<file path="src/rtl/red_pitaya_divider_sat.sv">
// Sequential signed fixed-point divider: quotient = (dividend * 2^SHIFT) / divisor, one quotient bit per clock.
// Optional rounding (half away from zero) is enabled by defining DIVIDER_SAT_ROUND_EN; truncation otherwise.
module red_pitaya_divider_sat #(
   parameter int BITS_IN1 = 14,
   parameter int BITS_IN2 = 14,
   parameter int BITS_OUT = 14,
   parameter int SHIFT    = 8
) (
   input  logic                       clk_i,
   input  logic                       rstn_i,
   input  logic                       start_i,
   input  logic signed [BITS_IN1-1:0] dividend_i,
   input  logic signed [BITS_IN2-1:0] divisor_i,
   output logic                       busy_o,
   output logic                       valid_o,
   output logic signed [BITS_OUT-1:0] quotient_o,
   output logic                       overflow_o
);

`ifdef DIVIDER_SAT_ROUND_EN
   localparam int QBITS = BITS_IN1 + SHIFT + 1;
`else
   localparam int QBITS = BITS_IN1 + SHIFT;
`endif
   localparam int CW = $clog2(QBITS);

   localparam logic [QBITS-1:0]    LIM_MAG = {{(QBITS-1){1'b0}}, 1'b1} << (BITS_OUT-1);
   localparam logic [BITS_OUT-1:0] MAX_POS = {1'b0, {(BITS_OUT-1){1'b1}}};
   localparam logic [BITS_OUT-1:0] MIN_NEG = {1'b1, {(BITS_OUT-1){1'b0}}};

   typedef enum logic [1:0] {IDLE, DIV, FIN} state_t;

   state_t              state;
   logic [CW-1:0]       cnt;
   logic [QBITS-1:0]    numer;
   logic [QBITS-1:0]    q;
   logic [BITS_IN2-1:0] rem;
   logic [BITS_IN2-1:0] mag_b;
   logic                res_neg;
   logic                a_neg;
   logic                b_zero;

   logic [BITS_IN1-1:0] abs_a;
   logic [BITS_IN2-1:0] abs_b;
   logic [BITS_IN2:0]   trial;
   logic [BITS_IN2-1:0] diff;
   logic                ge;
   logic [BITS_IN2-1:0] rem_next;
   logic [QBITS-1:0]    mag;
   logic [BITS_OUT-1:0] sat_q;
   logic                sat_ov;

   // NOTE: every always_comb output gets a default first so no path leaves it unassigned (no latches).
   always_comb begin
      abs_a = dividend_i[BITS_IN1-1] ? (~dividend_i + 1'b1) : dividend_i;
      abs_b = divisor_i[BITS_IN2-1]  ? (~divisor_i + 1'b1)  : divisor_i;

      // Remainder stays below |divisor|, so the low BITS_IN2 bits of the difference are exact.
      trial    = {rem, numer[QBITS-1]};
      ge       = trial >= {1'b0, mag_b};
      diff     = trial[BITS_IN2-1:0] - mag_b;
      rem_next = ge ? diff : trial[BITS_IN2-1:0];
   end

   always_comb begin
`ifdef DIVIDER_SAT_ROUND_EN
      mag = {1'b0, q[QBITS-1:1]} + {{(QBITS-1){1'b0}}, q[0]};
`else
      mag = q;
`endif
      sat_q  = '0;
      sat_ov = 1'b0;
      if (b_zero) begin
         sat_q  = a_neg ? MIN_NEG : MAX_POS;
         sat_ov = 1'b1;
      end else if (!res_neg) begin
         if (mag >= LIM_MAG) begin
            sat_q  = MAX_POS;
            sat_ov = 1'b1;
         end else begin
            sat_q = mag[BITS_OUT-1:0];
         end
      end else begin
         if (mag > LIM_MAG) begin
            sat_q  = MIN_NEG;
            sat_ov = 1'b1;
         end else begin
            sat_q = ~mag[BITS_OUT-1:0] + 1'b1;
         end
      end
   end

   // NOTE: sequential state uses non-blocking assignments so all registers update from pre-edge values.
   always_ff @(posedge clk_i or negedge rstn_i) begin
      if (!rstn_i) begin
         state      <= IDLE;
         cnt        <= '0;
         numer      <= '0;
         q          <= '0;
         rem        <= '0;
         mag_b      <= '0;
         res_neg    <= 1'b0;
         a_neg      <= 1'b0;
         b_zero     <= 1'b0;
         busy_o     <= 1'b0;
         valid_o    <= 1'b0;
         quotient_o <= '0;
         overflow_o <= 1'b0;
      end else begin
         valid_o <= 1'b0;
         case (state)
            IDLE: begin
               if (start_i) begin
                  res_neg <= dividend_i[BITS_IN1-1] ^ divisor_i[BITS_IN2-1];
                  a_neg   <= dividend_i[BITS_IN1-1];
                  b_zero  <= (divisor_i == '0);
                  mag_b   <= abs_b;
                  rem     <= '0;
                  q       <= '0;
                  numer   <= {abs_a, {(QBITS-BITS_IN1){1'b0}}};
                  cnt     <= CW'(QBITS-1);
                  busy_o  <= 1'b1;
                  state   <= DIV;
               end
            end
            DIV: begin
               rem   <= rem_next;
               q     <= {q[QBITS-2:0], ge};
               numer <= {numer[QBITS-2:0], 1'b0};
               cnt   <= cnt - 1'b1;
               if (cnt == '0) state <= FIN;
            end
            FIN: begin
               quotient_o <= sat_q;
               overflow_o <= sat_ov;
               valid_o    <= 1'b1;
               busy_o     <= 1'b0;
               state      <= IDLE;
            end
            default: state <= IDLE;
         endcase
      end
   end

endmodule

</file>
<file path="config.mk">
export PLATFORM = sky130hd
export DESIGN_NAME = red_pitaya_divider_sat
export DESIGN_NICKNAME = d
export VERILOG_FILES = /design/src/rtl/red_pitaya_divider_sat.sv
export SDC_FILE = /design/constraint.sdc
export NUM_CORES = 1
export LEC_CHECK = 0
export CORE_ASPECT_RATIO = 1.2
export CORE_MARGIN = 4
export CORE_UTILIZATION = 40
export CTS_CLUSTER_SIZE = 40
export DETAILED_ROUTE_END_ITERATION = 7
export DONT_BUFFER_PORTS = 1
export GPL_ROUTABILITY_DRIVEN = 0
export GPL_TIMING_DRIVEN = 0
export PLACE_DENSITY = 0.6
export SLEW_MARGIN = 10
export SYNTH_ARGS = -nofsm -noshare
export SYNTH_HDL_FRONTEND = slang
export SYNTH_SLANG_ARGS = --single-unit
</file>
<file path="constraint.sdc">
create_clock -name clk_i -period 4.05 [get_ports clk_i]
set_input_delay 0.81 -clock clk_i [delete_from_list [all_inputs] [get_ports clk_i]]
set_output_delay 0.81 -clock clk_i [all_outputs]
set_load 0.05 [all_outputs]
</file>
==> impl_metrics.csv, run 1 <==
group,metric,value,unit
critical_path,cp_data_arrival_time,3150,ps
grt,grt_pass1_wl,24.91,mm
clocking,cts_max_level,3,
sta,grt_setup_unrepaired,"no",
logic_synthesis,syn_area_per_cell,8.497,um2
pwr,pwr-share-clk,14.8,%
clocking,postCtsHoldBufs,0,
clocking,clk_latency,350,ps
clocking,cts_resized,0,
sta,period_share,71.85,%
place,place.port_buffers,0,
logic_synthesis,ys_seq_elements,91,
sta,hold_viol_final,0,
route,ant_nets,0,
sta,setup_viol,0,
clocking,numCtsBuffers,9,
worst_hold_path,min_path_type,"in -> async",
logic_synthesis,synth_warnings,0,
clocking,cts_tree,"done",
sta,layout_min_cycle_time,2910,ps
logic_synthesis,syn_nets,712,
route,vias,5028,
final_layout,syn_to_final_growth,9.245,%
critical_path,worstSetupPathType,"reg -> reg",
logic_synthesis,synth.most_common_cell,"dfrtp_1",
route,wl_per_cell,17.65,um
sta,fmax,343.7,MHz
floorplanning,rows,47,
pwr,internal_power,3025,uW
pwr,ir_drop,0.4407,mV
logic_synthesis,synthCells,661,
sta,hold_slack,149.2,ps
run,maxCapViolations,0,
sta,relSlewSlack,40.77,%
clocking,postCtsSetupRepairBufs,0,
pwr,switching_share,48.31,%
critical_path,crit-reg2reg-launch,"rem[7]",
logic_synthesis,ys_top_cells_by_area,"dfrtp_1, nand2_1, o21ai_0, ha_1, nand3_1",
floorplanning,die-area,16010,um2
logic_synthesis,syn_area,5617,um2
logic_synthesis,yosysTopAreaCellShare,40.54,%
grt,grt_use_total,19.69,%
logic_synthesis,ys.flop_type,"dfrtp_1",
logic_synthesis,synth_edf_count,0,
clocking,clock-sinks,91,
final_layout,design_area,6136,um2
final_layout,layout-drive-gt1-share,4.136,%
route,dr.pass1.iters,5,
final_layout,diodes,0,
floorplanning,die_w,116.2,um
grt,grt_overflow,0,
logic_synthesis,ys_top_cells_by_count,"dfrtp_1, nand2_1, o21ai_0",
floorplanning,die_y,137.8,um
outcome,status,"finished, final reports clean",
grt,grt_max_degree,92,
pwr,power.switching,2827,uW
clocking,path_clk_slew,60,ps
logic_synthesis,yosysTopAreaCell,"dfrtp_1",
critical_path,crit_fanout,10,
route,drc_errors,0,
sta,worstMarginPinSlew,866.0,ps
logic_synthesis,synth.yosys.seq_area_share,40.54,%
sta,slew_violations,0,
pwr,combinationalPowerShare,51.9,%
clocking,cts-root-buf,"clkbuf_16",
logic_synthesis,ys_types,61,
critical_path,startpoint_type,"flip-flop",
route,initialDrtViolationCount,277,
grt,antenna_found_initial,0,
sta,fin_tns_setup,0,ps
pwr,p_per_area,953.7,nW/um2
critical_path,worstPathRequired,4290,ps
final_layout,utilization,44.59,%
place,placed_cell_area,5831,um2
final_layout,fillers,1407,
critical_path,r2r_cells,10,
pwr,sequentialPowerShare,33.2,%
floorplanning,core-area,13760,um2
route,routed_wl,14.96,mm
sta,fin_skew,5.528,ps
critical_path,rr_endpoint,"rem[5]",
final_layout,nets,723,
clocking,cts_buffer_depth,2,
critical_path,r2r_slack,1140,ps
floorplanning,boundaryPins,48,
pwr,power_leakage,0.002682,uW
floorplanning,initial_core_util,40.82,%
logic_synthesis,async_flop_share,100.0,%
grt,grt_pass1_vias,4975,
place,dpl.hpwl,10.99,mm
critical_path,critPathCaptureType,"flip-flop",
route,vias_per_cell,5.929,
==> state kept, by name (all words and copies together) (netlist names) <==
| signal | cells |
|---|---|
| mag | 22 |
| res_neg | 1 |
| valid_o | 1 |
| overflow_o | 1 |
| numer | 14 |
| b_zero | 1 |
| cnt | 5 |
| rem | 14 |
| state | 2 |
| a_neg | 1 |
| mag_b | 14 |
| quotient_o | 14 |
| busy_o | 1 |
==> cells by family (layout without fill, tap and decap cells) <==
kind of cell | after synthesis | in the layout | share of synthesized area (%)
flip-flops | 91 | 91 | 40.54
AND/OR/NAND/NOR | 269 | 269 | 23.86
adder cells (fa/ha/maj) | 20 | 20 | 4.589
AO/OA/AOI/OAI | 180 | 180 | 21.19
multiplexers | 3 | 3 | 0.5347
XOR/XNOR | 29 | 29 | 4.522
buffers and inverters | 69 | 85 | 4.767
==> stage by stage <==
step	setup slack, ps	std cells	total power (uW)
6_report	1140	848	5852
5_1_grt	876.5	848	6380
4_1_cts	1173	848	5848
3_5_place_dp	1184	832	4948
3_3_place_gp	1202	832	4852
2_1_floorplan	1617	661	4179
==> critical path, cell delays in order, from the launching register on <==
cell and delay (ps):
dfrtp_1 430, ha_1 300, clkbuf_1 280, and3_1 210, clkbuf_1 210, nand3_1 140
a21oi_1 200, o21a_1 250, clkbuf_1 420, nor3_1 90, o31ai_1 280
==> cell usage in the layout, fill, tap and decap left out, types with 9 or more instances in the layout <==
cell type,n
a21oi_1,33
a22oi_1,11
a31oi_1,11
clkbuf_1,32
clkbuf_16,9
dfrtp_1,91
ha_1,19
inv_1,33
nand2_1,89
nand3_1,44
nor2_1,44
nor3_1,19
o211ai_1,16
o21ai_0,52
o31ai_1,13
or3_1,18
xor2_1,21
==> routing by layer <==
layer	wire [um]	track usage [%]	part of all wire, %
met1	6343	23.97	42
met2	7560	34.07	51
met3	715	3.559	4.8
met4	344	8.188	2.3
met5	0	0	0
==> power by group through the flow <==
stage / Sequential [uW] / Combinational (uW) / Clock [uW]
final: 1950 / 3040 / 867
after global routing: 2000 / 3450 / 922
after CTS: 1950 / 3020 / 881
after detailed placement: 1960 / 2990 / 0
after global placement: 1940 / 2910 / 0
after floorplan: 1850 / 2330 / 0
==> how the worst max path moves through the flow <==
stage	endpoint	start	slack, ps	depth (start not counted)
after floorplan	rem[10]	numer[21]	1620	10
after global placement	overflow_o	mag[0]	1200	8
after detailed placement	overflow_o	mag[0]	1180	8
after CTS	overflow_o	mag[0]	1170	8
after global routing	rem[5]	rem[7]	880	10
final	rem[5]	rem[7]	1140	10
==> layout make-up <==
class | count | area [um2] | share of cell area, %
Buffer | 36 | 143.9 | 2.345
Clock buffer | 12 | 256.5 | 4.180
Clock inverter | 4 | 48.80 | 0.7953
Inverter | 33 | 123.9 | 2.019
Multi-Input combinational cell | 501 | 3072 | 50.06
Sequential cell | 91 | 2277 | 37.11
Tap cell | 171 | 214.0 | 3.487
Note: power is estimated with default switching activity, not from simulation.
==> run 2, diff against run 1 <==
Clock period 4.05 ns to 2.94 ns, I/O delays scaled along.
==> run 2 against run 1 <==
Against the previous run:
- clock-buffer cell count unchanged
- wire length is 0.30% higher
- critical path depth unchanged
- sequential cell count stayed put
- critical path type unchanged
- largest power group unchanged
==> impl_metrics.csv, run 2 (synthesis results as in run 1) <==
group,metric,value,unit
critical_path,path_delay_family,"compound AO/OA/AOI/OAI gates",
pwr,power_leakage,0.002700,uW
final_layout,multiInputGateArea,3073,um2
grt,grt_use_total,19.76,%
floorplanning,die-area,16010,um2
floorplanning,die_y,137.8,um
critical_path,startpoint_type,"flip-flop",
floorplanning,core-area,13760,um2
sta,hold_viol_final,0,
final_layout,utilization,44.79,%
critical_path,critPathCaptureType,"flip-flop",
critical_path,max_stage_delay,530,ps
sta,grt_setup_unrepaired,"no",
clocking,cts_buffer_depth,2,
sta,slew_violations,0,
route,wl_per_cell,17.70,um
grt,grt_pass1_wl,24.97,mm
sta,fin_skew,6.158,ps
final_layout,layout-drive-gt1-share,4.579,%
sta,layout_min_cycle_time,2735,ps
critical_path,crit-reg2reg-launch,"numer[21]",
route,routed_wl,15.01,mm
grt,antenna_found_initial,0,
sta,relSlewSlack,49.91,%
clocking,postCtsSetupRepairBufs,0,
route,drc_errors,0,
sta,worstMarginPinSlew,746.8,ps
critical_path,path_cells,"inv_1 > ha_1 > inv_1 > fa_1 > a21o_1 > a41o_1 > or4_1 > a41o_1 > a21oi_1 > a311o_1",
route,dr.pass1.iters,5,
clocking,clock-sinks,91,
final_layout,fillers,1406,
final_layout,final_common_cell,"dfrtp_1",
critical_path,cp_data_arrival_time,3020,ps
critical_path,r2r_slack,200,ps
grt,grt_overflow,0,
pwr,p_per_area,1312,nW/um2
sta,period_share,93.04,%
clocking,numCtsBuffers,9,
clocking,cts_max_level,3,
floorplanning,initial_core_util,40.82,%
final_layout,largest_reg_flops,22,
worst_hold_path,min_path_type,"in -> async",
critical_path,worst-path-buf-inv,2,
route,vias_per_cell,5.908,
critical_path,slowest_stage,"or4_1",
final_layout,nets,723,
clocking,path_clk_slew,60,ps
run,maxCapViolations,0,
final_layout,syn_to_final_growth,9.735,%
critical_path,crit_fanout,5,
route,initialDrtViolationCount,312,
clocking,cts_tree,"done",
critical_path,rr_endpoint,"rem[10]",
final_layout,diodes,0,
critical_path,worstSetupPathType,"reg -> reg",
critical_path,worstPathRequired,3230,ps
grt,grt_pass1_vias,4976,
route,vias,5010,
sta,setup_viol,0,
sta,fin_tns_setup,0,ps
final_layout,regArea,2277,um2
floorplanning,rows,47,
place,place.port_buffers,0,
pwr,ir_drop,0.6079,mV
place,dpl.hpwl,10.99,mm
route,ant_nets,0,
final_layout,design_area,6163,um2
sta,fmax,365.6,MHz
grt,grt_max_degree,92,
final_layout,final_cell_mix,"dfrtp_1, nand2_1, o21ai_0, nand3_1, nor2_1",
clocking,clk_latency,350,ps
outcome,status,"finished, final reports clean",
place,placed_cell_area,5831,um2
clocking,cts-root-buf,"clkbuf_16",
critical_path,r2r_cells,10,
floorplanning,die_w,116.2,um
floorplanning,boundaryPins,48,
==> run 2: layout make-up <==
class                   count  share of cell area [%]
flip-flops and latches     91                   36.95
plain buffers              35                   2.314
repair buffers              1                  0.4466
well taps                 171                   3.471
multi-input cells         501                   49.86
clock buffers              12                   4.162
clock inverters             4                  0.7917
inverters                  33                   2.010
==> run 2: metrics by stage <==
step	power [uW]	setup WS, ps	std cells	hold slack [ps]
after detailed placement	6815	74.04	832	294.9
after floorplan	5757	506.9	661	292.4
after CTS	8084	63.21	849	168.2
after global routing	8822	79.76	848	162.8
after global placement	6684	92.48	832	295.2
final	8085	204.5	848	116.8
==> run 2: worst max-delay path by stage <==
stage,startpoint,to,cells past startpoint
2_1_floorplan,numer[21],rem[10],10
3_3_place_gp,mag[0],overflow_o,8
3_5_place_dp,mag[0],overflow_o,8
4_1_cts,mag[0],overflow_o,8
5_1_grt,numer[21],rem[10],10
6_report,numer[21],rem[10],10
==> run 2: timing repair <==
item,in CTS,in global routing
resized for setup,0,5
setup endpoints to repair,0,11
hold endpoints to repair,91,0
hold buffers,1,0
==> run 2: report_power, final <==
group | switching [uW] | total, uW | leakage, uW | internal (uW)
combinational | 2570 | 4210 | 0.00140 | 1640
clock | 489 | 1190 | 0.000153 | 704
sequential | 849 | 2680 | 0.00114 | 1830
total | 3910 | 8090 | 0.00270 | 4180
==> run 2: worst register-to-register path, stage by stage (launching register included) <==
cell and delay, ps:
dfrtp_1 390, inv_1 60, ha_1 170, inv_1 60
fa_1 420, a21o_1 190, a41o_1 300, or4_1 530
a41o_1 250, a21oi_1 160, a311o_1 130
==> run 2: metal layers <==
layer,up-vias,GRT usage (%),routed length [um]
met5,-,0,0
met4,0,8.188,391
met3,27,3.559,812
met2,164,34.26,7582
met1,2412,24.00,6222
li1,2407,-,-
